File: config.mk
export PLATFORM = sky130hd
export DESIGN_NAME = reg_access_arbiter
export DESIGN_NICKNAME = d
export VERILOG_FILES = /design/src/rtl/reg_access_arbiter.sv
export SDC_FILE = /design/constraint.sdc
export NUM_CORES = 1
export LEC_CHECK = 0
export BUFFER_PORTS_ARGS = -buffer_cell sky130_fd_sc_hd__buf_2
export CORE_UTILIZATION = 45
export CTS_BUF_LIST = sky130_fd_sc_hd__clkbuf_4 sky130_fd_sc_hd__clkbuf_8
export DETAILED_ROUTE_END_ITERATION = 6
export PLACE_DENSITY = 0.83
export SETUP_SLACK_MARGIN = 0.5
export SYNTH_ARGS = -nofsm -noshare
export SYNTH_HDL_FRONTEND = slang
export SYNTH_SLANG_ARGS = --single-unit
export TNS_END_PERCENT = 5
File: constraint.sdc
create_clock -name clk -period 2.4 [get_ports clk]
set_clock_uncertainty 0.15 [all_clocks]
set_input_delay 0.12 -clock clk [delete_from_list [all_inputs] [get_ports clk]]
set_output_delay 0.12 -clock clk [all_outputs]
set_load 0.03 [all_outputs]
File: src/rtl/reg_access_arbiter.sv
// reg_access_arbiter
//   Round-robin arbiter guarding a single shared WIDTH-bit register. Four
//   requesters each present an op (load/set/clear/nop) and load data; one is
//   serviced per clock. A serviced requester that also asserts lock keeps
//   exclusive ownership for up to LOCK_MAX consecutive edges. After that the
//   lock is forced open and timeout pulses.
//
// Ports
//   clk      clock, all state updates on the rising edge
//   reset    synchronous, active-high
//   req      [3:0]        per-requester access request
//   lock     [3:0]        per-requester hold-ownership request (qualified by req)
//   op       [7:0]        op[2i+1:2i] for requester i: 00 load, 01 set, 10 clear, 11 nop
//   wdata    [4*WIDTH-1:0] load data, slice i belongs to requester i
//   q        [WIDTH-1:0]  shared register contents
//   ack      [3:0]        registered one-hot, one-cycle pulse per serviced request
//   locked   high while ownership is held
//   owner    [1:0]        index of the current or most recent lock holder
//   timeout  one-cycle pulse when a lock is forcibly released
module reg_access_arbiter #(
  parameter int WIDTH    = 4,
  parameter int LOCK_MAX = 8
) (
  input  logic                 clk,
  input  logic                 reset,
  input  logic [3:0]           req,
  input  logic [3:0]           lock,
  input  logic [7:0]           op,
  input  logic [4*WIDTH-1:0]   wdata,
  output logic [WIDTH-1:0]     q,
  output logic [3:0]           ack,
  output logic                 locked,
  output logic [1:0]           owner,
  output logic                 timeout
);

  localparam int CW = $clog2(LOCK_MAX + 1);

  typedef enum logic {
    IDLE,
    LOCKED
  } state_t;

  state_t        state;
  logic [1:0]    ptr;
  logic [CW-1:0] cnt;

  // Round-robin search from ptr upward, wrapping 3->0.
  logic       found;
  logic [1:0] win;
  logic [1:0] idx;

  always_comb begin
    found = 1'b0;
    win   = ptr;
    idx   = ptr;
    for (int unsigned i = 0; i < 4; i++) begin
      idx = ptr + 2'(i);
      if (!found && req[idx]) begin
        found = 1'b1;
        win   = idx;
      end
    end
  end

  // Whoever is serviced this edge: the round-robin winner when idle, or the
  // owner (only if it requests) when locked.
  logic       svc_en;
  logic [1:0] svc_idx;

  always_comb begin
    if (state == IDLE) begin
      svc_en  = found;
      svc_idx = win;
    end else begin
      svc_en  = req[owner];
      svc_idx = owner;
    end
  end

  function automatic logic [WIDTH-1:0] apply_op(input logic [1:0] code,
                                                input logic [WIDTH-1:0] cur,
                                                input logic [WIDTH-1:0] d);
    case (code)
      2'b00:   apply_op = d;
      2'b01:   apply_op = '1;
      2'b10:   apply_op = '0;
      default: apply_op = cur;
    endcase
  endfunction

  always_ff @(posedge clk) begin
    if (reset) begin
      state   <= IDLE;
      q       <= '0;
      ack     <= '0;
      owner   <= '0;
      timeout <= 1'b0;
      ptr     <= '0;
      cnt     <= '0;
    end else begin
      ack     <= '0;
      timeout <= 1'b0;
      if (svc_en) begin
        q            <= apply_op(op[2*svc_idx +: 2], q, wdata[WIDTH*svc_idx +: WIDTH]);
        ack[svc_idx] <= 1'b1;
      end
      case (state)
        IDLE: begin
          if (found) begin
            // ptr moves past the winner now, so after any later release the
            // other pending requesters are searched before the old owner.
            ptr <= win + 2'd1;
            if (lock[win]) begin
              state <= LOCKED;
              owner <= win;
              cnt   <= CW'(1);
            end
          end
        end
        LOCKED: begin
          if (!lock[owner]) begin
            state <= IDLE;
          end else if (cnt == CW'(LOCK_MAX - 1)) begin
            state   <= IDLE;
            timeout <= 1'b1;
          end else begin
            cnt <= cnt + CW'(1);
          end
        end
        default: state <= IDLE;
      endcase
    end
  end

  assign locked = (state == LOCKED);

endmodule

==> out/metrics.csv, run 1 <==
metric,value,unit
slowest CP cell,dfxtp_2,
"most common cell after layout, fill and taps aside",buf_2,
CP Launch Type,flip-flop,
synthesis-stage register bit count,18,
worst path required time,2460,ps
Congestion Overflow GR,0,
Worst Tran Pin Value,395,ps
hold path start,reset,
most frequent cells in the layout,"buf_2, buf_4, dfxtp_1",
htree depth,1,
ANT nets after route,0,
Avg WL per Cell,15.9,µm
final worst slack,-237,ps
Die Width,53.2,µm
Die Ht,53.2,µm
IO Count,46,
WHS Endpoint,ptr[0]$_SDFFE_PP0P_,
Max Cap Violations,0,
worst-path cell chain,nor2b_2 > buf_4 > o21a_4 > o31ai_4 > mux2i_1 > ha_1 > and2b_2 > a22oi_1 > a221oi_1,
CP Data Arrival Time,2700,ps
clock latency on the worst-skew pair,310,ps
Clock Sinks,18,
register share of total power,0.218,
register area share after synthesis,0.306,
RSZ-0062 raised after global routing,true,
Tot Pwr,2020,µW
Final Cycle Share,1.10,
vias,1223,
Setup CP Type,flip-flop to flip-flop,
via-per-instance ratio,5.53,
crit-path leading delay family,compound AO/OA/AOI/OAI gates,
"CTS clk-pin slew, worst paths",110,ps
fillcell total,197,
gr usage total,0.247,
Final Wtd Congestion,0.828,
CTS tree,yes,
Worst Path Buf+Inv,1,
max_slew headroom,0.735,
first-pass GRT wire length,5020,µm
routed wire length,3520,µm
Port Buffers,45,
fin util,0.700,
initial antenna violation count,0,
Yosys warnings,0,
f_max,379,MHz
drt pass-1 iters,4,
largest net degree at the start of global routing,19,
share of layout cells above drive strength 1,0.539,
Num CTS Buffers,3,
hpwl dp,2490,µm
worst r2r dst,q[1]$_SDFFE_PP0P_,
Final setup viols,4,
delay of the slowest critical-path stage,390,ps
RR Startpoint,ptr[0]$_SDFFE_PP0P_,
Worst Setup End Kind,flip-flop,
failing checks,negative setup slack,
maximum vdd drop,0.760,mV
Main synth FF type,dfxtp_1,
full die area,0.00283,mm²
Comb power frac,0.685,
Cell variety after synth,47,
DR iter-0 viols,25,
Clk pwr share,0.097,
mapped cell area,0.00118,mm²
Syn Area/Cell,9.66,µm²
Tmin final,2640,ps
final hold slack,26.2,ps
status,finished with violations,
P_int,1140,µW
Root Buffer,clkbuf_4,
Post-synth ARST share,0,
clock buffer depth,2,
max-slew violations,0,
"reg-to-reg slack, setup",-240,ps
Post-route DRC,0,
area grow syn2layout,47.1,%
Power Dens Cells,1160,mW/mm²
Psw,875,µW
Post-Syn Nets,159,
Hold Path Class,input port to flip-flop,
pre-CTS WS,-203,ps
Initial Util,0.476,
"EDFF count, synth",0,
Max Fanout on Critical Path,4,
Post-CTS Hold Buffers,0,
Sw Ratio,0.434,
synthesized instance count,122,
core area,0.00248,mm²
Hold Path Stages,2,
number of antenna diodes,0,
final hold violation count,0,
FF-to-FF path depth,9,
Static Leakage,0.000804,µW
nets,229,
vias in the first global route,1151,
FP Rows,18,
## sequential cells by signal, summed over array words and instances, names as in the netlist
signal,flops
cnt,4
owner,2
ptr,2
timeout,1
ack,4
q,4
locked,1
## through the flow
stage,std cells,TNS [ps],area [µm²]
after floorplan,122,-202,1190
after global placement,209,-152,1550
after detailed placement,209,-682,1550
after CTS,218,-611,1660
after global routing,221,-1240,1730
final,221,-915,1730
## power groups by stage
stage	clock, µW	combinational [µW]	sequential [µW]
finish	197	1380	440
global route	208	1480	448
CTS	200	1270	436
detailed placement	0	1130	442
global placement	0	1080	437
floorplan	0	686	560
## synthesized netlist by cell type, types with 2 or more instances
cell type / instances / area share
and2_1: 3 / 0.016
nand2_1: 6 / 0.019
nor2_1: 7 / 0.022
dfxtp_1: 18 / 0.31
mux4_2: 2 / 0.038
o21ai_1: 3 / 0.013
mux2i_1: 7 / 0.059
mux2_1: 6 / 0.057
nor3_1: 2 / 0.0085
ha_1: 3 / 0.032
a22oi_1: 4 / 0.025
a21oi_1: 5 / 0.021
o21bai_1: 2 / 0.013
nand2b_1: 2 / 0.011
a221oi_1: 4 / 0.030
clkbuf_1: 2 / 0.0064
inv_1: 8 / 0.025
xnor2_1: 2 / 0.015
nor2b_1: 6 / 0.032
mux2_4: 3 / 0.038
## per-layer routing
layer,vias up,GRT usage,share of wire
met1,587,0.284,0.38
met5,-,0,0
met4,0,0.0351,0.019
met3,8,0.0603,0.044
li1,585,-,-
met2,43,0.464,0.56
## cell families after synthesis
family | synth area share
multiplexers | 0.203
flip-flops | 0.306
XOR/XNOR | 0.0223
adder cells (fa/ha/maj) | 0.0319
AND/OR/NAND/NOR | 0.188
AO/OA/AOI/OAI | 0.204
buffers and inverters | 0.0456
## what timing repair did
action	4_1_cts	5_1_grt
endpoints found under the setup margin	8	11
resized for setup	9	9
pin swaps	8	4
setup buffers	5	3
endpoints found under the hold margin	0	0
## worst max path at each step
| stage | end | cells after the start | from |
|---|---|---|---|
| 3_3_place_gp | q[2]$_SDFFE_PP0P_ | 9 | ptr[0]$_SDFFE_PP0P_ |
| 5_1_grt | q[1]$_SDFFE_PP0P_ | 10 | ptr[0]$_SDFFE_PP0P_ |
| 6_report | q[1]$_SDFFE_PP0P_ | 9 | ptr[0]$_SDFFE_PP0P_ |
| 2_1_floorplan | q[2]$_SDFFE_PP0P_ | 10 | ptr[0]$_SDFFE_PP0P_ |
| 4_1_cts | q[1]$_SDFFE_PP0P_ | 11 | ptr[0]$_SDFFE_PP0P_ |
| 3_5_place_dp | q[2]$_SDFFE_PP0P_ | 9 | ptr[0]$_SDFFE_PP0P_ |
## worst reg2reg max path: stages (launching register included)
cell and delay [ps]:
dfxtp_2 390, nor2b_2 60, buf_4 130, o21a_4 210, o31ai_4 350, mux2i_1 320
ha_1 310, and2b_2 280, a22oi_1 100, a221oi_1 240
## area by class of cell
type | instances | area [µm²] | area share
Timing Repair Buffer | 69 | 405 | 0.234
Clock buffer | 4 | 36.3 | 0.0209
Multi-Input combinational cell | 92 | 861 | 0.496
Sequential cell | 18 | 364 | 0.210
Inverter | 8 | 30.0 | 0.0173
Tap cell | 30 | 37.5 | 0.0216
Power figures use the tool's default switching activity.
==> run 2, diff against run 1 <==
GPL_TIMING_DRIVEN = 0   (was unset)
==> run 2 against run 1 <==
The run still ends with negative setup slack left. Cell area down 5.0%. Largest power group unchanged. Non-clock buffer count down 14. Worst hold slack improved by 100 ps. Sequential cell count stayed put. First-iteration DRC count up 88%. Highest routed layer unchanged. Largest cell class unchanged.
==> out/metrics.csv, run 2 (synthesized netlist as in run 1, its figures left out) <==
metric,value,unit
f_max,386,MHz
worst path required time,2420,ps
hold path start,reset,
area grow syn2layout,39.8,%
CP Launch Type,flip-flop,
full die area,0.00283,mm²
Max Cap Violations,0,
max_slew headroom,0.675,
"most common cell after layout, fill and taps aside",buf_2,
Hold Path Stages,2,
htree depth,1,
routed wire length,3240,µm
Post-route DRC,0,
setup TNS,-702,ps
"non-filler cells, final",207,
share of layout cells above drive strength 1,0.514,
final hold violation count,0,
Die Ht,53.2,µm
"CTS clk-pin slew, worst paths",110,ps
gr usage total,0.202,
clock latency on the worst-skew pair,300,ps
most frequent cells in the layout,"buf_2, dfxtp_1, inv_1",
Critical Path Sink,q[1]$_SDFFE_PP0P_,
fin util,0.665,
CTS tree,yes,
nets,215,
Tot Pwr,2050,µW
FP Rows,18,
Initial Util,0.476,
CP startpoint,ptr[0]$_SDFFE_PP0P_,
Root Buffer,clkbuf_4,
Setup CP Type,flip-flop to flip-flop,
fillcell total,191,
FF-to-FF path depth,10,
maximum vdd drop,0.843,mV
final worst slack,-189,ps
Congestion Overflow GR,0,
Worst Tran Pin Value,487,ps
Num CTS Buffers,3,
Hold Path Class,input port to flip-flop,
hpwl dp,2150,µm
vias,1189,
worst r2r dst,q[1]$_SDFFE_PP0P_,
status,finished with violations,
max-slew violations,0,
Tmin final,2590,ps
clock buffer depth,2,
ANT nets after route,0,
core area,0.00248,mm²
Final Wtd Congestion,0.817,
Die Width,53.2,µm
Avg WL per Cell,15.6,µm
IO Count,46,
Worst Setup End Kind,flip-flop,
Final Cycle Share,1.08,
via-per-instance ratio,5.74,
Max Fanout on Critical Path,6,
RSZ-0062 raised after global routing,true,
initial antenna violation count,0,
drt pass-1 iters,4,
failing checks,negative setup slack,
Static Leakage,0.000731,µW
largest net degree at the start of global routing,11,
number of antenna diodes,0,
biggest regs,"ack x4, cnt x4, q x4",
Final setup viols,4,
vias in the first global route,990,
Port Buffers,44,
CP Data Arrival Time,2610,ps
"reg-to-reg slack, setup",-190,ps
Power Dens Cells,1240,mW/mm²
first-pass GRT wire length,4130,µm
Cells after DPL,196,
RR Startpoint,ptr[0]$_SDFFE_PP0P_,
DR iter-0 viols,47,
Clock Sinks,18,
## run 2: changes by cell type in the layout (fill, tap and decap cells not counted), moves of 2 or more
cell	before	now
clkbuf_1	0	2
buf_6	0	3
a21oi_1	5	3
dfxtp_1	15	13
buf_4	24	6
## run 2: layer usage
metal,track usage,wire length [µm],vias up
li1,-,-,558
met1,0.235,1220,562
met2,0.361,1730,55
met3,0.0632,192,14
met4,0.0351,94,0
met5,0,0,-
## run 2: repair_timing
action / CTS / global route
buffers inserted: 4 / 3
pin swaps: 5 / 6
gates resized for setup: 8 / 15
endpoints found under the setup margin: 7 / 10
hold buffers: 0 / 0
## run 2: metrics by stage
stage          worst slack [ps]  hold slack (ps)  instance area, µm²
6_report                   -189              129                1650
5_1_grt                    -276              166                1650
3_5_place_dp               -258              272                1450
2_1_floorplan             -51.8              248                1190
4_1_cts                    -188              122                1540
3_3_place_gp               -209              261                1450
## run 2: layout make-up
cell class / instances / area, µm² / share of cell area
Multi-Input combinational cell: 92 / 868 / 0.527
Sequential cell: 18 / 369 / 0.224
Timing Repair Buffer: 51 / 277 / 0.168
Tap cell: 30 / 37.5 / 0.0228
Clock buffer: 4 / 36.3 / 0.0220
Buffer: 4 / 30.0 / 0.0182
Inverter: 8 / 30.0 / 0.0182
## run 2: worst max-delay path: stages (launching register included)
cell,delay [ps]
dfxtp_4,380
a211o_1,280
a41o_1,250
buf_6,150
mux2_4,300
nand2_2,70
o21ai_2,80
ha_4,290
and2b_2,250
a22oi_1,180
a221oi_1,100
## run 2: how the worst min path moves through the flow
| stage | to | slack, ps |
|---|---|---|
| floorplan | timeout$_SDFF_PP0_ | 250 |
| global placement | timeout$_SDFF_PP0_ | 260 |
| detailed placement | timeout$_SDFF_PP0_ | 270 |
| CTS | owner[1]$_SDFFE_PP0P_ | 120 |
| global route | locked$_SDFF_PP0_ | 170 |
| finish | cnt[1]$_SDFFE_PP0P_ | 130 |
## run 2: power by group
part           total, µW  switching [µW]  internal (µW)
Sequential           467            79.0            388
Combinational       1390             732            656
Clock                192            99.2           92.5
